### src/rtl/ysyx_22040895_mem_arb_if.sv
// ysyx_22040895_mem_arb_if
// Bundles the two requester ports (IF fetch, LS load/store) and the shared
// memory port of the memory arbiter.
//   slave  : the arbiter's view
//   master : the environment's view (requesters plus memory)
//
// Handshake rules for every request channel (IF, LS, MEM):
//   A transfer happens on a rising clock edge where valid and ready are both 1.
//   Once valid is raised, the requester holds it and its payload stable until
//   the transfer. Responses (*_rsp_valid) are single-cycle pulses with no
//   backpressure.
interface ysyx_22040895_mem_arb_if #(
   parameter int ADDR_W = 32,
   parameter int DATA_W = 32
);
   // Instruction fetch requester
   logic                  if_req_valid_i;
   logic                  if_req_ready_o;
   logic [ADDR_W-1:0]     if_addr_i;
   logic                  if_rsp_valid_o;
   logic [DATA_W-1:0]     if_rdata_o;
   logic                  if_err_o;
   // Load/store requester
   logic                  ls_req_valid_i;
   logic                  ls_req_ready_o;
   logic [ADDR_W-1:0]     ls_addr_i;
   logic                  ls_we_i;
   logic [DATA_W-1:0]     ls_wdata_i;
   logic [DATA_W/8-1:0]   ls_wmask_i;
   logic                  ls_rsp_valid_o;
   logic [DATA_W-1:0]     ls_rdata_o;
   logic                  ls_err_o;
   // Shared memory port
   logic                  mem_req_valid_o;
   logic                  mem_req_ready_i;
   logic [ADDR_W-1:0]     mem_addr_o;
   logic                  mem_we_o;
   logic [DATA_W-1:0]     mem_wdata_o;
   logic [DATA_W/8-1:0]   mem_wmask_o;
   logic                  mem_rsp_valid_i;
   logic [DATA_W-1:0]     mem_rdata_i;

   modport slave (
      input  if_req_valid_i, if_addr_i,
      output if_req_ready_o, if_rsp_valid_o, if_rdata_o, if_err_o,
      input  ls_req_valid_i, ls_addr_i, ls_we_i, ls_wdata_i, ls_wmask_i,
      output ls_req_ready_o, ls_rsp_valid_o, ls_rdata_o, ls_err_o,
      output mem_req_valid_o, mem_addr_o, mem_we_o, mem_wdata_o, mem_wmask_o,
      input  mem_req_ready_i, mem_rsp_valid_i, mem_rdata_i
   );

   modport master (
      output if_req_valid_i, if_addr_i,
      input  if_req_ready_o, if_rsp_valid_o, if_rdata_o, if_err_o,
      output ls_req_valid_i, ls_addr_i, ls_we_i, ls_wdata_i, ls_wmask_i,
      input  ls_req_ready_o, ls_rsp_valid_o, ls_rdata_o, ls_err_o,
      input  mem_req_valid_o, mem_addr_o, mem_we_o, mem_wdata_o, mem_wmask_o,
      output mem_req_ready_i, mem_rsp_valid_i, mem_rdata_i
   );
endinterface

### src/rtl/ysyx_22040895_mem_arb.sv
// ysyx_22040895_mem_arb
// Two-requester (IF / LS) memory arbiter with one outstanding transaction.
// Round-robin grant on ties; the request fields are latched on acceptance and
// replayed on the memory port; the response is returned to the owner as a
// one-cycle pulse.
//
// Optional feature macro: YSYX_22040895_ARB_TIMEOUT_EN
//   defined   : watchdog counter ends a stuck REQ/WAIT after TIMEOUT_CYCLES
//               cycles with rdata = 0 and an err pulse to the owner.
//   undefined : no counter, err outputs tied low, REQ/WAIT wait forever.
//
// dbg_state exposes the FSM state (0 IDLE, 1 REQ, 2 WAIT, 3 RESP).
module ysyx_22040895_mem_arb #(
   parameter int ADDR_W         = 32,
   parameter int DATA_W         = 32,
   parameter int TIMEOUT_CYCLES = 255
) (
   input  logic                      clk,
   input  logic                      rst,
   ysyx_22040895_mem_arb_if.slave    bus,
   output logic [1:0]                dbg_state
);

   typedef enum logic [1:0] {
      S_IDLE = 2'd0,
      S_REQ  = 2'd1,
      S_WAIT = 2'd2,
      S_RESP = 2'd3
   } state_t;

   localparam logic OWN_IF = 1'b0;
   localparam logic OWN_LS = 1'b1;

   state_t              state_q;
   state_t              state_d;
   logic                owner_q;
   logic                last_grant_q;

   logic                grant_ls;
   logic                accept;
   logic                complete;
   logic                timeout_hit;
   logic                if_ready;
   logic                ls_ready;

   logic [ADDR_W-1:0]   addr_q;
   logic                we_q;
   logic [DATA_W-1:0]   wdata_q;
   logic [DATA_W/8-1:0] mask_q;
   logic [DATA_W-1:0]   rdata_q;
   logic                err_pulse;

   // State register
   always_ff @(posedge clk or posedge rst) begin
      if (rst) begin
         state_q <= S_IDLE;
      end else begin
         state_q <= state_d;
      end
   end

   // Next state, arbitration and request acceptance
   always_comb begin
      state_d  = state_q;
      grant_ls = 1'b0;
      accept   = 1'b0;
      complete = 1'b0;
      if_ready = 1'b0;
      ls_ready = 1'b0;
      case (state_q)
         S_IDLE: begin
            // On a tie the requester that did not win last time goes next.
            if (bus.if_req_valid_i && bus.ls_req_valid_i) begin
               grant_ls = (last_grant_q == OWN_IF);
            end else begin
               grant_ls = bus.ls_req_valid_i;
            end
            if ((bus.if_req_valid_i || bus.ls_req_valid_i) && !rst) begin
               if_ready = !grant_ls;
               ls_ready = grant_ls;
               accept   = 1'b1;
               state_d  = S_REQ;
            end
         end
         S_REQ: begin
            // A request taken by memory is never abandoned in the same cycle.
            if (bus.mem_req_ready_i) begin
               state_d = S_WAIT;
            end else if (timeout_hit) begin
               state_d = S_RESP;
            end
         end
         S_WAIT: begin
            // A real response beats a simultaneous watchdog expiry.
            if (bus.mem_rsp_valid_i) begin
               complete = 1'b1;
               state_d  = S_RESP;
            end else if (timeout_hit) begin
               state_d = S_RESP;
            end
         end
         S_RESP: begin
            state_d = S_IDLE;
         end
         default: begin
            state_d = S_IDLE;
         end
      endcase
   end

   // Owner / round-robin history and latched request fields
   always_ff @(posedge clk or posedge rst) begin
      if (rst) begin
         owner_q      <= OWN_IF;
         last_grant_q <= OWN_LS;
         addr_q       <= '0;
         we_q         <= 1'b0;
         wdata_q      <= '0;
         mask_q       <= '0;
      end else if (accept) begin
         owner_q      <= grant_ls;
         last_grant_q <= grant_ls;
         if (grant_ls) begin
            addr_q  <= bus.ls_addr_i;
            we_q    <= bus.ls_we_i;
            wdata_q <= bus.ls_wdata_i;
            // Byte mask only means something for a store.
            mask_q  <= bus.ls_we_i ? bus.ls_wmask_i : '0;
         end else begin
            // Fetches are always plain reads.
            addr_q  <= bus.if_addr_i;
            we_q    <= 1'b0;
            wdata_q <= '0;
            mask_q  <= '0;
         end
      end
   end

   // Response data capture; a watchdog expiry returns zero data
   always_ff @(posedge clk or posedge rst) begin
      if (rst) begin
         rdata_q <= '0;
      end else if (complete) begin
         rdata_q <= bus.mem_rdata_i;
      end else if (timeout_hit && (state_d == S_RESP)) begin
         rdata_q <= '0;
      end
   end

`ifdef YSYX_22040895_ARB_TIMEOUT_EN
   logic [15:0] cnt_q;
   logic        err_q;

   assign timeout_hit = ((state_q == S_REQ) || (state_q == S_WAIT)) &&
                        (cnt_q >= 16'(TIMEOUT_CYCLES - 1));
   assign err_pulse   = err_q && (state_q == S_RESP);

   // Watchdog: cleared when a request is taken, counts every REQ/WAIT cycle
   always_ff @(posedge clk or posedge rst) begin
      if (rst) begin
         cnt_q <= '0;
      end else if (accept) begin
         cnt_q <= '0;
      end else if ((state_q == S_REQ) || (state_q == S_WAIT)) begin
         cnt_q <= cnt_q + 16'd1;
      end
   end

   // Error flag marks a RESP reached through expiry rather than a response
   always_ff @(posedge clk or posedge rst) begin
      if (rst) begin
         err_q <= 1'b0;
      end else if (accept) begin
         err_q <= 1'b0;
      end else if (timeout_hit && !complete && (state_d == S_RESP)) begin
         err_q <= 1'b1;
      end
   end
`else
   logic unused_timeout_cfg;

   assign timeout_hit        = 1'b0;
   assign err_pulse          = 1'b0;
   assign unused_timeout_cfg = (TIMEOUT_CYCLES != 0);
`endif

   assign bus.if_req_ready_o  = if_ready;
   assign bus.ls_req_ready_o  = ls_ready;

   assign bus.mem_req_valid_o = (state_q == S_REQ);
   assign bus.mem_addr_o      = addr_q;
   assign bus.mem_we_o        = we_q;
   assign bus.mem_wdata_o     = wdata_q;
   assign bus.mem_wmask_o     = mask_q;

   assign bus.if_rsp_valid_o  = (state_q == S_RESP) && (owner_q == OWN_IF);
   assign bus.ls_rsp_valid_o  = (state_q == S_RESP) && (owner_q == OWN_LS);
   assign bus.if_rdata_o      = rdata_q;
   assign bus.ls_rdata_o      = rdata_q;
   assign bus.if_err_o        = err_pulse && (owner_q == OWN_IF);
   assign bus.ls_err_o        = err_pulse && (owner_q == OWN_LS);

   assign dbg_state           = state_q;

endmodule

### src/flat_wrapper.sv
// flat-port wrapper written by rule: the top's interface ports become plain ports
module ysyx_22040895_mem_arb_flat 
#(
   parameter int ADDR_W         = 32,
   parameter int DATA_W         = 32,
   parameter int TIMEOUT_CYCLES = 255
)
  (clk, rst, dbg_state, bus_if_req_valid_i, bus_if_addr_i, bus_if_req_ready_o, bus_if_rsp_valid_o, bus_if_rdata_o, bus_if_err_o, bus_ls_req_valid_i, bus_ls_addr_i, bus_ls_we_i, bus_ls_wdata_i, bus_ls_wmask_i, bus_ls_req_ready_o, bus_ls_rsp_valid_o, bus_ls_rdata_o, bus_ls_err_o, bus_mem_req_valid_o, bus_mem_addr_o, bus_mem_we_o, bus_mem_wdata_o, bus_mem_wmask_o, bus_mem_req_ready_i, bus_mem_rsp_valid_i, bus_mem_rdata_i);
  ysyx_22040895_mem_arb_if #(.ADDR_W(ADDR_W), .DATA_W(DATA_W)) bus_i ();
  input  logic clk;
  input  logic rst;
  output logic [1:0] dbg_state;
  input wire logic [$bits(bus_i.if_req_valid_i)-1:0] bus_if_req_valid_i;
  input wire logic [$bits(bus_i.if_addr_i)-1:0] bus_if_addr_i;
  output wire logic [$bits(bus_i.if_req_ready_o)-1:0] bus_if_req_ready_o;
  output wire logic [$bits(bus_i.if_rsp_valid_o)-1:0] bus_if_rsp_valid_o;
  output wire logic [$bits(bus_i.if_rdata_o)-1:0] bus_if_rdata_o;
  output wire logic [$bits(bus_i.if_err_o)-1:0] bus_if_err_o;
  input wire logic [$bits(bus_i.ls_req_valid_i)-1:0] bus_ls_req_valid_i;
  input wire logic [$bits(bus_i.ls_addr_i)-1:0] bus_ls_addr_i;
  input wire logic [$bits(bus_i.ls_we_i)-1:0] bus_ls_we_i;
  input wire logic [$bits(bus_i.ls_wdata_i)-1:0] bus_ls_wdata_i;
  input wire logic [$bits(bus_i.ls_wmask_i)-1:0] bus_ls_wmask_i;
  output wire logic [$bits(bus_i.ls_req_ready_o)-1:0] bus_ls_req_ready_o;
  output wire logic [$bits(bus_i.ls_rsp_valid_o)-1:0] bus_ls_rsp_valid_o;
  output wire logic [$bits(bus_i.ls_rdata_o)-1:0] bus_ls_rdata_o;
  output wire logic [$bits(bus_i.ls_err_o)-1:0] bus_ls_err_o;
  output wire logic [$bits(bus_i.mem_req_valid_o)-1:0] bus_mem_req_valid_o;
  output wire logic [$bits(bus_i.mem_addr_o)-1:0] bus_mem_addr_o;
  output wire logic [$bits(bus_i.mem_we_o)-1:0] bus_mem_we_o;
  output wire logic [$bits(bus_i.mem_wdata_o)-1:0] bus_mem_wdata_o;
  output wire logic [$bits(bus_i.mem_wmask_o)-1:0] bus_mem_wmask_o;
  input wire logic [$bits(bus_i.mem_req_ready_i)-1:0] bus_mem_req_ready_i;
  input wire logic [$bits(bus_i.mem_rsp_valid_i)-1:0] bus_mem_rsp_valid_i;
  input wire logic [$bits(bus_i.mem_rdata_i)-1:0] bus_mem_rdata_i;
  assign bus_i.if_req_valid_i = bus_if_req_valid_i;
  assign bus_i.if_addr_i = bus_if_addr_i;
  assign bus_if_req_ready_o = bus_i.if_req_ready_o;
  assign bus_if_rsp_valid_o = bus_i.if_rsp_valid_o;
  assign bus_if_rdata_o = bus_i.if_rdata_o;
  assign bus_if_err_o = bus_i.if_err_o;
  assign bus_i.ls_req_valid_i = bus_ls_req_valid_i;
  assign bus_i.ls_addr_i = bus_ls_addr_i;
  assign bus_i.ls_we_i = bus_ls_we_i;
  assign bus_i.ls_wdata_i = bus_ls_wdata_i;
  assign bus_i.ls_wmask_i = bus_ls_wmask_i;
  assign bus_ls_req_ready_o = bus_i.ls_req_ready_o;
  assign bus_ls_rsp_valid_o = bus_i.ls_rsp_valid_o;
  assign bus_ls_rdata_o = bus_i.ls_rdata_o;
  assign bus_ls_err_o = bus_i.ls_err_o;
  assign bus_mem_req_valid_o = bus_i.mem_req_valid_o;
  assign bus_mem_addr_o = bus_i.mem_addr_o;
  assign bus_mem_we_o = bus_i.mem_we_o;
  assign bus_mem_wdata_o = bus_i.mem_wdata_o;
  assign bus_mem_wmask_o = bus_i.mem_wmask_o;
  assign bus_i.mem_req_ready_i = bus_mem_req_ready_i;
  assign bus_i.mem_rsp_valid_i = bus_mem_rsp_valid_i;
  assign bus_i.mem_rdata_i = bus_mem_rdata_i;
  ysyx_22040895_mem_arb #(.ADDR_W(ADDR_W), .DATA_W(DATA_W), .TIMEOUT_CYCLES(TIMEOUT_CYCLES)) u_core (.clk(clk), .rst(rst), .bus(bus_i), .dbg_state(dbg_state));
endmodule
### config.mk
export PLATFORM = sky130hd
export DESIGN_NAME = ysyx_22040895_mem_arb_flat
export DESIGN_NICKNAME = d
export VERILOG_FILES = /design/src/rtl/ysyx_22040895_mem_arb_if.sv /design/src/rtl/ysyx_22040895_mem_arb.sv /design/src/flat_wrapper.sv
export SDC_FILE = /design/constraint.sdc
export NUM_CORES = 1
export LEC_CHECK = 0
export CORE_MARGIN = 8
export CORE_UTILIZATION = 40
export CTS_CLUSTER_DIAMETER = 80
export DETAILED_ROUTE_END_ITERATION = 6
export HOLD_SLACK_MARGIN = 0.15
export PLACE_DENSITY = 0.86
export SLEW_MARGIN = 40
export SYNTH_ARGS = -nofsm -noshare
export SYNTH_HDL_FRONTEND = slang
export SYNTH_SLANG_ARGS = --single-unit
### constraint.sdc
create_clock -name clk -period 7.58 [get_ports clk]
set_input_delay 0.758 -clock clk [delete_from_list [all_inputs] [get_ports clk]]
set_output_delay 0.758 -clock clk [all_outputs]
set_load 0.05 [all_outputs]
# After elaboration in Yosys (flattened, before gate mapping)
# Index checks and enable logic that the tools add are counted.
dict set report word_totals {
  ff_bits 105
  in_bits 139
  output_inout_bits 142
  elab_cells 45
}
dict set report op_classes {
  eq_ne 6
  muxes 20
  bitwise_logic 2
  n_reduce_logical 9
}
# op n
set op_table {}
lappend op_table {{2-to-1 mux 32 bit} 2}
lappend op_table {{2-to-1 mux 1 bit} 12}
lappend op_table {{2-to-1 mux 4 bit} 2}
lappend op_table {{case mux 2 bit (4 select lines)} 1}
lappend op_table {{2-to-1 mux 2 bit} 3}
lappend op_table {{== test 2 bit (second input constant)} 2}
lappend op_table {{logical AND 1 bit} 4}
lappend op_table {{inequality test 2 x 1 -> 1 bit (second input constant)} 2}
lappend op_table {{AND reduction 3 bit} 1}
lappend op_table {{== test 2 x 1 -> 1 bit (second input constant)} 1}
lappend op_table {{zero test 1 bit} 2}
lappend op_table {{zero test 2 bit} 1}
lappend op_table {{inequality test 2 bit (second input constant)} 1}
lappend op_table {{NOT 1 bit} 2}
lappend op_table {{logical OR 1 bit} 1}

# Depth between registers and ports, before layout
dict set report logic_depth {
  depth_word 6
  depth_mapped 7
  depth_no_buf 5
}

# Worst setup path after synthesis
# OpenSTA, ideal clock, no wires.
dict set report synth_path {
  kind {flip-flop to output port}
  from {register u_core.state_q[0] (netlist: u_core.dbg_state[0])}
  to {output port bus_if_req_ready_o}
  t_arrival_ps 2096
  required_time_ps 6822
  path_slack_ps 4726
  stages_incl_launch_ff 7
  n_path_buf 2
  cell_sequence {dfrtp_1 inv_1 ha_1 buf_2 nand2_1 clkbuf_1 nor2_1}
}
dict set report synth_between {
  elab_chain_len 2
}
# item line_no
set synth_rtl {}
lappend synth_rtl {{start, declared} ysyx_22040895_mem_arb.sv:34} ;# state_t state_q;
lappend synth_rtl {{start signal, assigned} ysyx_22040895_mem_arb.sv:58} ;# state_q <= state_d;
lappend synth_rtl {{zero test 2 bit} ysyx_22040895_mem_arb.sv:70} ;# case (state_q)
lappend synth_rtl {{2-to-1 mux 1 bit} ysyx_22040895_mem_arb.sv:70}
lappend synth_rtl {{end, declared} flat_wrapper.sv:15} ;# output wire logic [$bits(bus_i.if_req_ready_o)-1:0] bus_if_req_ready_o;
# Every way passes these cells.

# Worst setup path in the final report
dict set report layout_path {
  from {input port bus_ls_req_valid_i}
  to {output port bus_ls_req_ready_o}
}
dict set report layout_between {
  elab_chain_len 5
  word_cells_on_any_way 7
  cone_classes {mux: 4; reduce/logical: 3}
}
# item line_no
set layout_rtl {}
lappend layout_rtl {{start, declared} flat_wrapper.sv:19} ;# input wire logic [$bits(bus_i.ls_req_valid_i)-1:0] bus_ls_req_valid_i;
lappend layout_rtl {{logical AND 1 bit} ysyx_22040895_mem_arb.sv:73} ;# if (bus.if_req_valid_i && bus.ls_req_valid_i) begin
lappend layout_rtl {{2-to-1 mux 1 bit} ysyx_22040895_mem_arb.sv:73}
lappend layout_rtl {{2-to-1 mux 1 bit} ysyx_22040895_mem_arb.sv:70}
lappend layout_rtl {{2-to-1 mux 1 bit (*)} ysyx_22040895_mem_arb.sv:78} ;# if ((bus.if_req_valid_i || bus.ls_req_valid_i) && !rst) begin
lappend layout_rtl {{2-to-1 mux 1 bit (*)} ysyx_22040895_mem_arb.sv:70}
lappend layout_rtl {{end, declared} flat_wrapper.sv:24} ;# output wire logic [$bits(bus_i.ls_req_ready_o)-1:0] bus_ls_req_ready_o;
# Every way passes the cells marked *; elsewhere a longest branch is shown, timed or not. The select of a mux whose other input is x is not followed.

==> results.ini <==
[final_layout]
diodes = 0
fin_nets = 772
area_growth_pct = 62.8
layout-drive-gt1-share_pct = 10.3
fillers = 844
final_cell_area_um2 = 7530

[drt]
postRouteAntennaNets = 0
vias = 3984
drt_wl_total_mm = 15.4
drt_iter0_markers = 263
routedWlPerCell_um = 19.9
drtPass1Iterations = 5
drc = 0
routed_via_density = 5.13

[yosys]
synth.largest_area_cell = dfrtp_1
syn_avg_cell_area_um2 = 11.7
syn_inst = 395
ys_top_cells_by_area = dfrtp_1 56%, mux2_2 8.0%, a22o_1 6.8%
yosysMostFrequentCell = dfrtp_1
synthTopCellsByCount = 104 x dfrtp_1, 36 x a22o_1, 34 x buf_4, 34 x nor2_1, 33 x mux2_2
async_flop_share_pct = 100
ys_ff_latch = 105
synthesis.area_um2 = 4630
yosysSeqAreaShare_pct = 56.8
synth.distinct_cells = 28
ys_warn_count = 0
synth-edff-count = 0
synth_top_area_share_pct = 56.2
synth_flop_cell = dfrtp_1

[sta]
fin_ws_ns = 3.58
fin_skew_ns = 0.00468
fmax_mhz = 250
rsz0062_at_grt = false
relSlewSlack_pct = 51.9
setup_viol = 0
period_share_pct = 52.7
hold_viol = 0
fin_crit_ns = 4.00
tns_ns = 0
slew_viol_final = 0
max_slew.worst_pin.slew_ns = 0.721

[setup_path]
crit_path_start_kind = input port
crit_fanout = 35
worstPathCellList = clkdlybuf4s50_1 > a21bo_2 > nor3_4 > buf_4 > clkdlybuf4s50_1
cpPeakStageDelay_ns = 0.89
worstSetupPathType = in -> out
crit_arrival_ns = 3.24
crit_family = buffers and inverters
critPathBufInv = 3
slowest_stage = clkdlybuf4s50_1
cp-end-kind = primary output
cp_common_cell = clkdlybuf4s50_1
worstPathRequired_ns = 6.82

[worst_hold_path]
holdCritPathClass = reg -> reg

[floorplan]
start_util_pct = 40.7
rows = 39
fp.dieH_um = 124
core_um2 = 11400
die_w_um = 124
fp.dieArea_um2 = 15300
pin_count = 281

[cts]
clock_path_buffers = 2
cts.clk_slew.worst_paths_ns = 0.07
cts-root-buf = clkbuf_16
cts-buffers-inserted = 9
postCtsSetupRepairBufs = 0
cts.repair.resized = 0
cts_sinks = 105
cts_tree = done
cts_hold_buf = 0
htreeDepth = 3
clock_latency_ns = 0.34

[grt]
grt_pass1_wl_mm = 23.3
grt.total_usage_pct = 19.7
gr-total-overflow = 0
grt_pass1_vias = 4249
grt_antenna_before_repair = 0
grt_max_degree = 72

[pwr]
power_mw = 4.01
vdd_ir_drop_max_mv = 0.431
power_density_nw_per_um2 = 533
p_leak_nw = 3.18

[place]
dp_hpwl_mm = 12.1
portBuffers = 278
place_congestion = 0.861
placed_area_um2 = 7250
place_ws_ns = 3.58

[job]
maxCapViolations = 0

[outcome]
outcome = finished clean

area by class of cell:
| cell class | instances | area, um^2 | area share [%] |
|---|---|---|---|
| multi-input combinational | 221 | 1580 | 20.9 |
| tap | 143 | 179 | 2.37 |
| clock inverter | 6 | 50.0 | 0.664 |
| sequential | 105 | 2630 | 34.9 |
| clock buffer | 10 | 239 | 3.17 |
| timing repair buffer | 285 | 2840 | 37.6 |
| inverter | 6 | 25.0 | 0.332 |
state kept, by name (all words and copies together), names as in the netlist:
register / flops
u_core.bus.mem_wdata_o: 32
u_core.owner_q: 1
u_core.dbg_state: 2
u_core.bus.mem_addr_o: 32
u_core.bus.mem_wmask_o: 4
u_core.bus.mem_we_o: 1
u_core.bus.if_rdata_o: 32
u_core.last_grant_q: 1
metrics by stage:
stage	hold slack [ns]	util (%)	std cells
6_report	0.476	66.3	776
5_1_grt	0.508	66.3	776
4_1_cts	0.483	66.3	776
3_5_place_dp	0.466	63.7	760
3_3_place_gp	0.461	63.7	760
2_1_floorplan	0.465	-	396
cell usage in the layout (no fill, tap or decap), types with 2 or more instances in the layout:
| cell type | n |
|---|---|
| clkdlybuf4s50_1 | 278 |
| o21ai_0 | 32 |
| ha_1 | 5 |
| dfrtp_1 | 104 |
| buf_4 | 7 |
| inv_1 | 4 |
| o31ai_1 | 32 |
| a21oi_1 | 32 |
| clkinv_4 | 2 |
| a22o_1 | 36 |
| clkbuf_16 | 9 |
| conb_1 | 2 |
| nor2_1 | 34 |
| a21o_1 | 3 |
| mux2_2 | 33 |
kinds of logic (layout without fill, tap and decap cells):
family	count (synthesis)	in the layout	synth area share [%]
compound gates	140	140	20.5
flops	105	105	56.8
buf+inv	70	307	9.33
simple gates	40	40	3.73
mux	34	34	8.25
fa+ha+maj	5	5	1.35
other cells	1	2	0.0810
power breakdown:
part | switching, mW | internal (mW) | total, mW
clock network | 0.213 | 0.236 | 0.449
registers | 0.175 | 0.821 | 0.996
logic | 1.70 | 0.868 | 2.57
total | 2.09 | 1.93 | 4.01
per-layer routing:
layer | vias to the layer above | share of wire, % | track usage, %
li1 | 1858 | - | -
met1 | 1895 | 37 | 21.3
met2 | 210 | 51 | 35.0
met3 | 21 | 11 | 7.08
met4 | 0 | 1.4 | 6.40
met5 | - | 0 | 0
worst paths after layout:
| kind | from | to | slack [ns] | cells past startpoint |
|---|---|---|---|---|
| min | u_core.bus.mem_we_o$_DFFE_PP0P_ | u_core.bus.mem_we_o$_DFFE_PP0P_ | 0.48 | 1 |
| min in group asynchronous | rst | u_core.bus.mem_wdata_o[26]$_DFFE_PP0P_ | 0.87 | 2 |
| max | bus_ls_req_valid_i | bus_ls_req_ready_o | 3.58 | 5 |
| max reg2reg | u_core.dbg_state[0]$_DFFE_PP0P_ | u_core.bus.mem_wdata_o[10]$_DFFE_PP0P_ | 5.29 | 7 |
| min reg2reg | u_core.bus.mem_we_o$_DFFE_PP0P_ | u_core.bus.mem_we_o$_DFFE_PP0P_ | 0.48 | 1 |
| max in group asynchronous | rst | u_core.bus.mem_addr_o[16]$_DFFE_PP0P_ | 5.55 | 3 |
No activity file was read; power rests on OpenSTA's default activity.
